==> config.mk <==
export PLATFORM = sky130hd
export DESIGN_NAME = acc_cutoff_flat
export DESIGN_NICKNAME = d
export VERILOG_FILES = /design/src/rtl/acc_cutoff_pkg.sv /design/src/rtl/acc_cutoff_if.sv /design/src/rtl/acc_cutoff_round_sat.sv /design/src/rtl/acc_cutoff.sv /design/src/flat_wrapper.sv
export SDC_FILE = /design/constraint.sdc
export NUM_CORES = 1
export LEC_CHECK = 0
export CORE_UTILIZATION = 23
export DETAILED_ROUTE_END_ITERATION = 16
export GPL_TIMING_DRIVEN = 0
export PLACE_DENSITY = 0.37
export SETUP_SLACK_MARGIN = 0.1
export SLEW_MARGIN = 0
export SYNTH_ARGS = -nofsm -noshare
export SYNTH_HDL_FRONTEND = slang
export SYNTH_SLANG_ARGS = --single-unit
==> constraint.sdc <==
create_clock -name clk -period 6.1 [get_ports clk]
set_input_delay 0.915 -clock clk [delete_from_list [all_inputs] [get_ports clk]]
set_output_delay 0.915 -clock clk [all_outputs]
set_load 0.02 [all_outputs]
==> src/rtl/acc_cutoff_pkg.sv <==
// Shared widths, output limits and the round/ReLU/saturate helper used by the
// accumulate-and-cutoff stages behind the conv adder trees.
package acc_cutoff_pkg;

  localparam int unsigned IN_LEN  = 20;
  localparam int unsigned ACC_LEN = 32;
  localparam int unsigned OUT_LEN = 16;
  localparam int unsigned CNT_W   = 8;
  localparam int unsigned SH_W    = 5;

  localparam logic signed [OUT_LEN-1:0] OUT_MAX = {1'b0, {(OUT_LEN-1){1'b1}}};
  localparam logic signed [OUT_LEN-1:0] OUT_MIN = {1'b1, {(OUT_LEN-1){1'b0}}};

  typedef struct packed {
    logic                      sat;
    logic signed [OUT_LEN-1:0] data;
  } cut_res_t;

  // Round half-up toward +inf, arithmetic shift, optional ReLU, clip to OUT_LEN.
  function automatic cut_res_t sat_round(input logic signed [ACC_LEN-1:0] value,
                                         input logic [SH_W-1:0]           shift,
                                         input logic                      relu);
    logic signed [ACC_LEN:0] ext;
    logic signed [ACC_LEN:0] rnd;
    logic signed [ACC_LEN:0] r;
    cut_res_t                res;
    ext = (ACC_LEN+1)'(value);
    rnd = '0;
    if (shift != '0) rnd = (ACC_LEN+1)'(1) << (shift - SH_W'(1));
    r = (ext + rnd) >>> shift;
    if (relu && r[ACC_LEN]) r = '0;
    res.sat  = 1'b0;
    res.data = r[OUT_LEN-1:0];
    if (r > (ACC_LEN+1)'(OUT_MAX)) begin
      res.sat  = 1'b1;
      res.data = OUT_MAX;
    end else if (r < (ACC_LEN+1)'(OUT_MIN)) begin
      res.sat  = 1'b1;
      res.data = OUT_MIN;
    end
    return res;
  endfunction

endpackage

==> src/rtl/acc_cutoff_if.sv <==
// Partial-sum input stream, group config and feature-map output stream.
interface acc_cutoff_if;
  import acc_cutoff_pkg::*;

  logic                      in_valid;
  logic                      in_ready;
  logic signed [IN_LEN-1:0]  in_data;
  logic [CNT_W-1:0]          cfg_ch_num;
  logic [SH_W-1:0]           cfg_shift;
  logic                      cfg_relu;
  logic                      out_valid;
  logic                      out_ready;
  logic signed [OUT_LEN-1:0] out_data;
  logic                      out_sat;

  modport master (
    output in_valid, in_data, cfg_ch_num, cfg_shift, cfg_relu, out_ready,
    input  in_ready, out_valid, out_data, out_sat
  );

  modport slave (
    input  in_valid, in_data, cfg_ch_num, cfg_shift, cfg_relu, out_ready,
    output in_ready, out_valid, out_data, out_sat
  );
endinterface

==> src/rtl/acc_cutoff_round_sat.sv <==
// Combinational cutoff: round, shift, ReLU and saturate a wide sum.
module acc_cutoff_round_sat
  import acc_cutoff_pkg::*;
(
  input  logic signed [ACC_LEN-1:0] value,
  input  logic [SH_W-1:0]           shift,
  input  logic                      relu,
  output logic signed [OUT_LEN-1:0] data_c,
  output logic                      sat_c
);

  cut_res_t res;

  assign res    = sat_round(value, shift, relu);
  assign data_c = res.data;
  assign sat_c  = res.sat;

endmodule

==> src/rtl/acc_cutoff.sv <==
// Accumulates cfg_ch_num partial sums per output, then rounds/saturates the
// completed sum onto a valid/ready output toward the feature-map writer.
module acc_cutoff
  import acc_cutoff_pkg::*;
(
  input logic         clk,
  input logic         rst_n,
  acc_cutoff_if.slave bus
);

  logic [CNT_W-1:0]          cnt;
  logic [CNT_W-1:0]          lat_n;
  logic [SH_W-1:0]           lat_shift;
  logic                      lat_relu;
  logic signed [ACC_LEN-1:0] acc;

  logic                      fin_valid;
  logic signed [ACC_LEN-1:0] fin_sum;
  logic [SH_W-1:0]           fin_shift;
  logic                      fin_relu;

  logic                      out_valid;
  logic signed [OUT_LEN-1:0] out_data;
  logic                      out_sat;

  logic [CNT_W-1:0]          grp_n;
  logic [SH_W-1:0]           grp_shift;
  logic                      grp_relu;
  logic                      cnt_is_last;
  logic                      fin_move;
  logic                      in_ready_c;
  logic                      accept;
  logic signed [ACC_LEN-1:0] acc_next;
  logic signed [OUT_LEN-1:0] cut_data_c;
  logic                      cut_sat_c;

  // The first beat of a group uses live config; later beats use the latched copy.
  always_comb begin
    grp_n       = lat_n;
    grp_shift   = lat_shift;
    grp_relu    = lat_relu;
    if (cnt == '0) begin
      grp_n     = bus.cfg_ch_num;
      grp_shift = bus.cfg_shift;
      grp_relu  = bus.cfg_relu;
    end
    cnt_is_last = (grp_n <= CNT_W'(1)) ? (cnt == '0) : (cnt == grp_n - CNT_W'(1));
    fin_move    = fin_valid && (!out_valid || bus.out_ready);
    in_ready_c  = !(cnt_is_last && fin_valid && !fin_move);
    accept      = bus.in_valid && in_ready_c;
    acc_next    = ((cnt == '0) ? ACC_LEN'(0) : acc) + ACC_LEN'(bus.in_data);
  end

  acc_cutoff_round_sat u_round_sat (
    .value  (fin_sum),
    .shift  (fin_shift),
    .relu   (fin_relu),
    .data_c (cut_data_c),
    .sat_c  (cut_sat_c)
  );

  // Stage A: accumulate; the finished sum carries its own shift/relu so a new
  // group may start while it waits for the output.
  always_ff @(posedge clk or negedge rst_n) begin
    if (!rst_n) begin
      cnt       <= '0;
      lat_n     <= '0;
      lat_shift <= '0;
      lat_relu  <= 1'b0;
      acc       <= '0;
      fin_valid <= 1'b0;
      fin_sum   <= '0;
      fin_shift <= '0;
      fin_relu  <= 1'b0;
    end else begin
      if (accept) begin
        if (cnt == '0) begin
          lat_n     <= bus.cfg_ch_num;
          lat_shift <= bus.cfg_shift;
          lat_relu  <= bus.cfg_relu;
        end
        if (cnt_is_last) begin
          fin_sum   <= acc_next;
          fin_shift <= grp_shift;
          fin_relu  <= grp_relu;
          cnt       <= '0;
        end else begin
          acc <= acc_next;
          cnt <= cnt + CNT_W'(1);
        end
      end
      if (accept && cnt_is_last) fin_valid <= 1'b1;
      else if (fin_move)         fin_valid <= 1'b0;
    end
  end

  // Stage B: output register, held stable under back-pressure.
  always_ff @(posedge clk or negedge rst_n) begin
    if (!rst_n) begin
      out_valid <= 1'b0;
      out_data  <= '0;
      out_sat   <= 1'b0;
    end else if (fin_move) begin
      out_valid <= 1'b1;
      out_data  <= cut_data_c;
      out_sat   <= cut_sat_c;
    end else if (bus.out_ready) begin
      out_valid <= 1'b0;
    end
  end

  assign bus.in_ready  = in_ready_c;
  assign bus.out_valid = out_valid;
  assign bus.out_data  = out_data;
  assign bus.out_sat   = out_sat;

endmodule
==> src/flat_wrapper.sv <==
// flat-port wrapper written by rule: the top's interface ports become plain ports
module acc_cutoff_flat import acc_cutoff_pkg::*;
  (clk, rst_n, bus_in_valid, bus_in_data, bus_cfg_ch_num, bus_cfg_shift, bus_cfg_relu, bus_out_ready, bus_in_ready, bus_out_valid, bus_out_data, bus_out_sat);
  acc_cutoff_if bus_i ();
  input logic clk;
  input logic rst_n;
  input wire logic [$bits(bus_i.in_valid)-1:0] bus_in_valid;
  input wire logic [$bits(bus_i.in_data)-1:0] bus_in_data;
  input wire logic [$bits(bus_i.cfg_ch_num)-1:0] bus_cfg_ch_num;
  input wire logic [$bits(bus_i.cfg_shift)-1:0] bus_cfg_shift;
  input wire logic [$bits(bus_i.cfg_relu)-1:0] bus_cfg_relu;
  input wire logic [$bits(bus_i.out_ready)-1:0] bus_out_ready;
  output wire logic [$bits(bus_i.in_ready)-1:0] bus_in_ready;
  output wire logic [$bits(bus_i.out_valid)-1:0] bus_out_valid;
  output wire logic [$bits(bus_i.out_data)-1:0] bus_out_data;
  output wire logic [$bits(bus_i.out_sat)-1:0] bus_out_sat;
  assign bus_i.in_valid = bus_in_valid;
  assign bus_i.in_data = bus_in_data;
  assign bus_i.cfg_ch_num = bus_cfg_ch_num;
  assign bus_i.cfg_shift = bus_cfg_shift;
  assign bus_i.cfg_relu = bus_cfg_relu;
  assign bus_i.out_ready = bus_out_ready;
  assign bus_in_ready = bus_i.in_ready;
  assign bus_out_valid = bus_i.out_valid;
  assign bus_out_data = bus_i.out_data;
  assign bus_out_sat = bus_i.out_sat;
  acc_cutoff u_core (.clk(clk), .rst_n(rst_n), .bus(bus_i));
endmodule
## Word-level counts from Yosys, hierarchy flattened

Cells that the tools add are included.

| storage, ports and cells | value |
|---|---|
| word-level logic and storage cells | 54 |
| register bits after elaboration | 111 |
| output and inout bits | 19 |
| bits of input ports | 38 |

| operators by class | value |
|---|---|
| shift operators | 2 |
| bitwise gates (word level) | 1 |
| equal/unequal tests | 1 |
| multiplexer cells | 14 |
| reductions and logical operators | 16 |
| add/sub/neg operators | 5 |
| magnitude comparators | 3 |

Operators by type and width:

| kind | number |
|---|---|
| $mux 33 | 2 |
| $mux 17 | 2 |
| $add 32x33->33 | 1 |
| $gt 33x16->1 const B | 1 |
| $lt 33x16->1 const B | 1 |
| $shl 1x5->33 const A | 1 |
| $sshr 33x5->33 | 1 |
| $add 32x20->32 | 1 |
| $mux 32 | 1 |
| $mux 8 | 2 |
| $add 8x1->8 const B | 1 |
| $eq 8x8->1 | 1 |
| $le 8x1->1 const B | 1 |
| $logic_not 8->1 | 1 |
| $sub 8x1->8 const B | 1 |
| $logic_and 1x1->1 | 6 |
| $mux 1 | 6 |
| $mux 5 | 1 |
| $reduce_bool 5->1 | 1 |
| $sub 5x1->5 const B | 1 |
| $reduce_and 2->1 | 2 |
| $reduce_bool 2->1 | 2 |
| $logic_not 1->1 | 3 |
| $logic_or 1x1->1 | 1 |
| $not 1->1 | 1 |

## Depth between registers and ports, before layout

| depth | value |
|---|---|
| word-level depth | 11 |
| mapped depth | 24 |
| gate-level depth less buffers | 21 |

## Cells and area by module

A second synthesis with hierarchy kept.

| second synthesis, totals | value |
|---|---|
| cell total of the unflattened synthesis | 1468 |
| area, all modules | 12181.7 sq um |

Modules (own cells, without submodules):

| module | instances | cells each | area each (sq um) | seq. area each (sq um) |
|---|---|---|---|---|
| acc_cutoff | 1 | 663 | 6944.2 | 2777.7 |
| acc_cutoff_round_sat | 1 | 805 | 5237.5 | 0.0 |

## Worst setup path before layout

No wires, ideal clock.

| timing | value |
|---|---|
| path kind | register -> register |
| from | register u_core.fin_shift[2] |
| to | register u_core.out_data[7] (netlist: u_core.bus.out_data[7]) |
| library setup time | 126 ps |
| arrival | 5513 ps |
| period minus slack after synthesis | 5639 ps |
| setup slack | 461 ps |
| cell stages (with the launch flop) | 23 |
| required time | 5974 ps |
| cells stage by stage | dfrtp_1 -> clkbuf_1 -> inv_1 -> clkbuf_1 -> buf_1 -> clkbuf_1 -> nand2_1 -> nor3_1 -> ha_1 -> buf_2 -> a211oi_2 -> and2b_1 -> a2111oi_4 -> o311a_4 -> o41ai_2 -> nor3_1 -> mux4_2 -> a21oi_2 -> o211ai_1 -> nor4_2 -> a31oi_1 -> o211a_1 -> a221o_1 |

| between the ends | value |
|---|---|
| cells in the longest elaborated chain, start to end | 10 |
| elaborated cells between the ends (all ways) | 12 |
| classes of those cells | 2 x add/sub; 2 x order compare; 2 x shift; 4 x mux; 2 x reduce/logical |

RTL lines:

| element | line | text |
|---|---|---|
| from (decl) | acc_cutoff.sv:19 | `logic [SH_W-1:0] fin_shift;` |
| from (signal assigned) | acc_cutoff.sv:84 | `fin_shift <= grp_shift;` |
| $sub 5x1->5 | acc_cutoff_pkg.sv:29 | `if (shift != '0) rnd = (ACC_LEN+1)'(1) << (shift - SH_W'(1));` |
| $shl 1x5->33 | acc_cutoff_pkg.sv:29 |  |
| $mux 33 | acc_cutoff_pkg.sv:29 |  |
| $add 32x33->33 | acc_cutoff_pkg.sv:30 | `r = (ext + rnd) >>> shift;` |
| $sshr 33x5->33 * | acc_cutoff_pkg.sv:30 |  |
| $logic_and 1x1->1 | acc_cutoff_pkg.sv:31 | `if (relu && r[ACC_LEN]) r = '0;` |
| $mux 33 * | acc_cutoff_pkg.sv:31 |  |
| $lt 33x16->1 | acc_cutoff_pkg.sv:37 | `end else if (r < (ACC_LEN+1)'(OUT_MIN)) begin` |
| $mux 17 | acc_cutoff_pkg.sv:37 |  |
| $mux 17 * | acc_cutoff_pkg.sv:34 | `if (r > (ACC_LEN+1)'(OUT_MAX)) begin` |
| to (signal assigned) | acc_cutoff.sv:105 | `out_data <= cut_data_c;` |
| to (decl) | acc_cutoff.sv:23 | `logic signed [OUT_LEN-1:0] out_data;` |

Every way passes the cells marked *; elsewhere a longest branch is shown, timed or not.
A chain may end at the register's enable or synchronous reset.

## Worst setup path after layout

| timing | value |
|---|---|
| from | register u_core.fin_shift[4] |
| to | register u_core.out_sat (netlist: u_core.bus.out_sat) |

| between the ends | value |
|---|---|
| cells in the longest elaborated chain, start to end | 10 |
| elaborated cells between the ends (all ways) | 12 |
| classes of those cells | 2 x add/sub; 2 x order compare; 2 x shift; 4 x mux; 2 x reduce/logical |

RTL lines:

| element | line | text |
|---|---|---|
| $sub 5x1->5 | acc_cutoff_pkg.sv:29 |  |
| $shl 1x5->33 | acc_cutoff_pkg.sv:29 |  |
| $mux 33 | acc_cutoff_pkg.sv:29 |  |
| $add 32x33->33 | acc_cutoff_pkg.sv:30 |  |
| $sshr 33x5->33 * | acc_cutoff_pkg.sv:30 |  |
| $logic_and 1x1->1 | acc_cutoff_pkg.sv:31 |  |
| $mux 33 * | acc_cutoff_pkg.sv:31 |  |
| $lt 33x16->1 | acc_cutoff_pkg.sv:37 |  |
| $mux 17 | acc_cutoff_pkg.sv:37 |  |
| $mux 17 * | acc_cutoff_pkg.sv:34 |  |
| to (signal assigned) | acc_cutoff.sv:106 | `out_sat <= cut_sat_c;` |
| to (decl) | acc_cutoff.sv:24 | `logic out_sat;` |

Marked as above.

==> flow_metrics.env <==
export IMPL_top_layer="met4"
export IMPL_r2r_cells=18
export IMPL_grt_max_degree=70
export IMPL_finalCritPeriodShare_pct=95.0
export IMPL_cts_clk_slew_worst_paths_ps=100
export IMPL_r2r_start="u_core.fin_shift[4]"
export IMPL_syn_area_sq_mm=0.0122
export IMPL_start_util_pct=23.2
export IMPL_die_area_sq_mm=0.0540
export IMPL_cpPeakStageDelay_ps=800
export IMPL_antenna_cells=0
export IMPL_routed_wl_met2_microns=22600
export IMPL_die_x_microns=232
export IMPL_antenna_left=0
export IMPL_globalplace_congestion=0.921
export IMPL_cts_buffers=9
export IMPL_max_slew_margin_pct=32.4
export IMPL_cp_cell_sequence="inv_1, clkbuf_1, nand3_1, inv_1, ha_1, a211o_1, a21o_1, a211oi_1, mux2i_1, a211oi_1, o22ai_1, a211oi_1, nor3_1, o32ai_1, nand2_1, nor4_2, a31oi_1, a31oi_1"
export IMPL_fp_coreArea_sq_mm=0.0526
export IMPL_design_area_sq_mm=0.0148
export IMPL_cp_max_fo=10
export IMPL_viasPerCell=5.38
export IMPL_vias=12155
export IMPL_finalHoldViolCount=0
export IMPL_seq_area_frac_synth_pct=22.7
export IMPL_grt_overflow=0
export IMPL_powerDensity_mw_per_mm2=495
export IMPL_io_pins=57
export IMPL_htree_levels=3
export IMPL_min_path_type="in2async"
export IMPL_synth_nets=1588
export IMPL_multi_input_area_sq_mm=0.00948
export IMPL_cp_start_kind="flop"
export IMPL_fin_crit_ps=5800
export IMPL_drive_gt1_share_pct=18.9
export IMPL_cts_sinks=111
export IMPL_area_delta_synth_final_pct=21.5
export IMPL_synthDistinctLibCells=102
export IMPL_max_clock_freq_mhz=173
export IMPL_cts_max_path_buffers=2
export IMPL_route_detailed_drc=0
export IMPL_insertion_delay_ps=420
export IMPL_grt_pass1_wl_microns=73900
export IMPL_drt_wl_total_microns=48000
export IMPL_finalClockSkew_ps=26.5
export IMPL_n_fill_cell=5734
export IMPL_maxSlewViolCount=0
export IMPL_die_y_microns=232
export IMPL_synthArstFlopShare_pct=100
export IMPL_avgSynthCellArea_sq_um=8.25
export IMPL_synth_cells=1481
export IMPL_nets=1674
export IMPL_tns_ps=0
export IMPL_antenna_found_initial=0
export IMPL_synth_edff_count=0
export IMPL_critPathArrivalTime_ps=6110
export IMPL_ir_drop_mv=0.171
export IMPL_status="completed"
export IMPL_yosysWarnings=0
export IMPL_synth_seq_cells=111
export IMPL_leakagePower_uw=0.00613
export IMPL_worst_path_most_repeated_cell="a211oi_1"
export IMPL_io_buffers=56
export IMPL_rsz0062_at_grt="false"
export IMPL_dr_pass1_iters=5
export IMPL_wl_per_cell_microns=21.3
export IMPL_synth_flop_cell="dfrtp_1"
export IMPL_crit_slowest_cell="a211oi_1"
export IMPL_endpoint_kind="flop"
export IMPL_place_area_sq_mm=0.0137
export IMPL_placementRows=84
export IMPL_setup_worst_path_class="reg2reg"
export IMPL_register_area_sq_mm=0.00278
export IMPL_grt_pass1_vias=11898
export IMPL_hpwl_microns=38000
export IMPL_wl_met3_microns=1600
export IMPL_crit_required_ps=6420
export IMPL_grtUsageTotal_pct=18.0
export IMPL_timing_reg2reg_setup_slack_ps=300
export IMPL_worstMarginPinSlew_ps=1010
export IMPL_first_iter_violations=738
export IMPL_reg2reg_to="u_core.bus.out_sat"
export IMPL_setup_violations=0
export IMPL_drv_cap=0
export IMPL_cts_tree="done"
export IMPL_cts_root_buf="clkbuf_16"
export IMPL_m1WireLength_microns=22400
through the flow:
step           cells  utilization, %  setup slack, ps  total power [uW]  hold WS [ps]
3_5_place_dp    2226            26.0            -1870              6270           467
5_1_grt         2260            28.2             81.5              7930           433
4_1_cts         2249            27.5              106              7200           415
3_3_place_gp    2225            25.9            -1950              6280           466
2_1_floorplan   1481               -              461              4710           448
6_report        2260            28.2              304              7350           408
state kept, by name (all words and copies together), names as in the netlist:
| register | cells |
|---|---|
| u_core.acc | 32 |
| u_core.fin_sum | 32 |
| u_core.bus.out_valid | 1 |
| u_core.fin_relu | 1 |
| u_core.lat_shift | 5 |
| u_core.lat_n | 8 |
| u_core.bus.out_data | 16 |
| u_core.lat_relu | 1 |
| u_core.bus.out_sat | 1 |
| u_core.fin_valid | 1 |
| u_core.fin_shift | 5 |
| u_core.cnt | 8 |
where the power goes:
group	leakage [uW]	switching, uW	total, uW	internal (uW)
Clock	0.000153	339	664	325
Combinational	0.00457	3310	5440	2130
Sequential	0.00141	208	1240	1030
Total	0.00613	3860	7350	3490
worst max path at each step:
stage                   startpoint                      end  cells past startpoint
2_1_floorplan  u_core.fin_shift[2]   u_core.bus.out_data[7]                     22
3_3_place_gp   u_core.fin_shift[2]       u_core.bus.out_sat                     21
3_5_place_dp   u_core.fin_shift[2]       u_core.bus.out_sat                     21
4_1_cts        u_core.fin_shift[2]  u_core.bus.out_data[10]                     22
5_1_grt        u_core.fin_shift[1]  u_core.bus.out_data[10]                     22
6_report       u_core.fin_shift[4]       u_core.bus.out_sat                     18
layer usage:
metal  GRT usage, %  up-vias
met5              0        -
met4           6.56        0
met3           1.95       65
met2           30.1      288
met1           23.7     5973
li1               -     5829
repair_timing:
item,CTS,global route
resized for setup,119,81
hold endpoints to repair,0,0
buffers inserted,9,12
endpoints found under the setup margin,54,32
gates cloned,0,1
pin swaps,6,9
hold buffers,0,0
final cells by class:
class / instances / share of cell area, %
inverter: 39 / 1.01
multi-input combinational: 1235 / 63.9
clock buffer: 9 / 1.52
buffer: 92 / 3.41
sequential: 111 / 18.8
timing repair buffer: 79 / 5.11
tap: 688 / 5.80
clock inverter: 7 / 0.539
cells in the final DEF (no fill, tap or decap), types with 41 or more instances in the layout:
master / Yosys / final
and2_1: 41 / 41
clkdlybuf4s50_1: 0 / 55
nand3_1: 50 / 49
dfrtp_1: 111 / 106
a21oi_1: 76 / 70
nand2_1: 144 / 136
o21ai_0: 86 / 79
mux2_2: 70 / 70
nor2_1: 106 / 101
ha_1: 67 / 65
nor3_1: 49 / 42
synthesized netlist by cell type, drive strengths merged, types with 20 or more instances:
master | number | area share, %
a211oi | 36 | 2.3
a21o | 32 | 2.0
a21oi | 80 | 3.4
and2 | 41 | 2.1
and3 | 20 | 1.0
buf | 35 | 1.4
clkbuf | 61 | 1.9
dfrtp | 111 | 23
ha | 67 | 6.9
inv | 37 | 1.1
mux2 | 73 | 6.7
mux2i | 40 | 3.3
nand2 | 144 | 4.4
nand3 | 50 | 2.0
nor2 | 106 | 3.3
nor3 | 50 | 2.1
o211ai | 32 | 2.0
o21ai | 91 | 3.7
xnor2 | 35 | 2.5
kinds of logic after synthesis:
kind of cell / Yosys count / share of synthesized area [%]
AO/OA/AOI/OAI: 474 / 28.4
XOR/XNOR: 54 / 3.87
adder cells (fa/ha/maj): 69 / 7.19
buffers and inverters: 135 / 4.47
flip-flops: 111 / 22.7
multiplexers: 128 / 12.8
other: 1 / 0.0307
AND/OR/NAND/NOR: 509 / 20.5
critical path, delay by kind of cell (launching register included):
| kind | cells | cell delay (ps) |
|---|---|---|
| adder cells (fa/ha/maj) | 1 | 240 |
| multiplexers | 1 | 140 |
| buffers and inverters | 3 | 740 |
| flip-flops | 1 | 460 |
| AO/OA/AOI/OAI | 9 | 3220 |
| AND/OR/NAND/NOR | 4 | 900 |
Note: power is estimated with default switching activity, not from simulation.
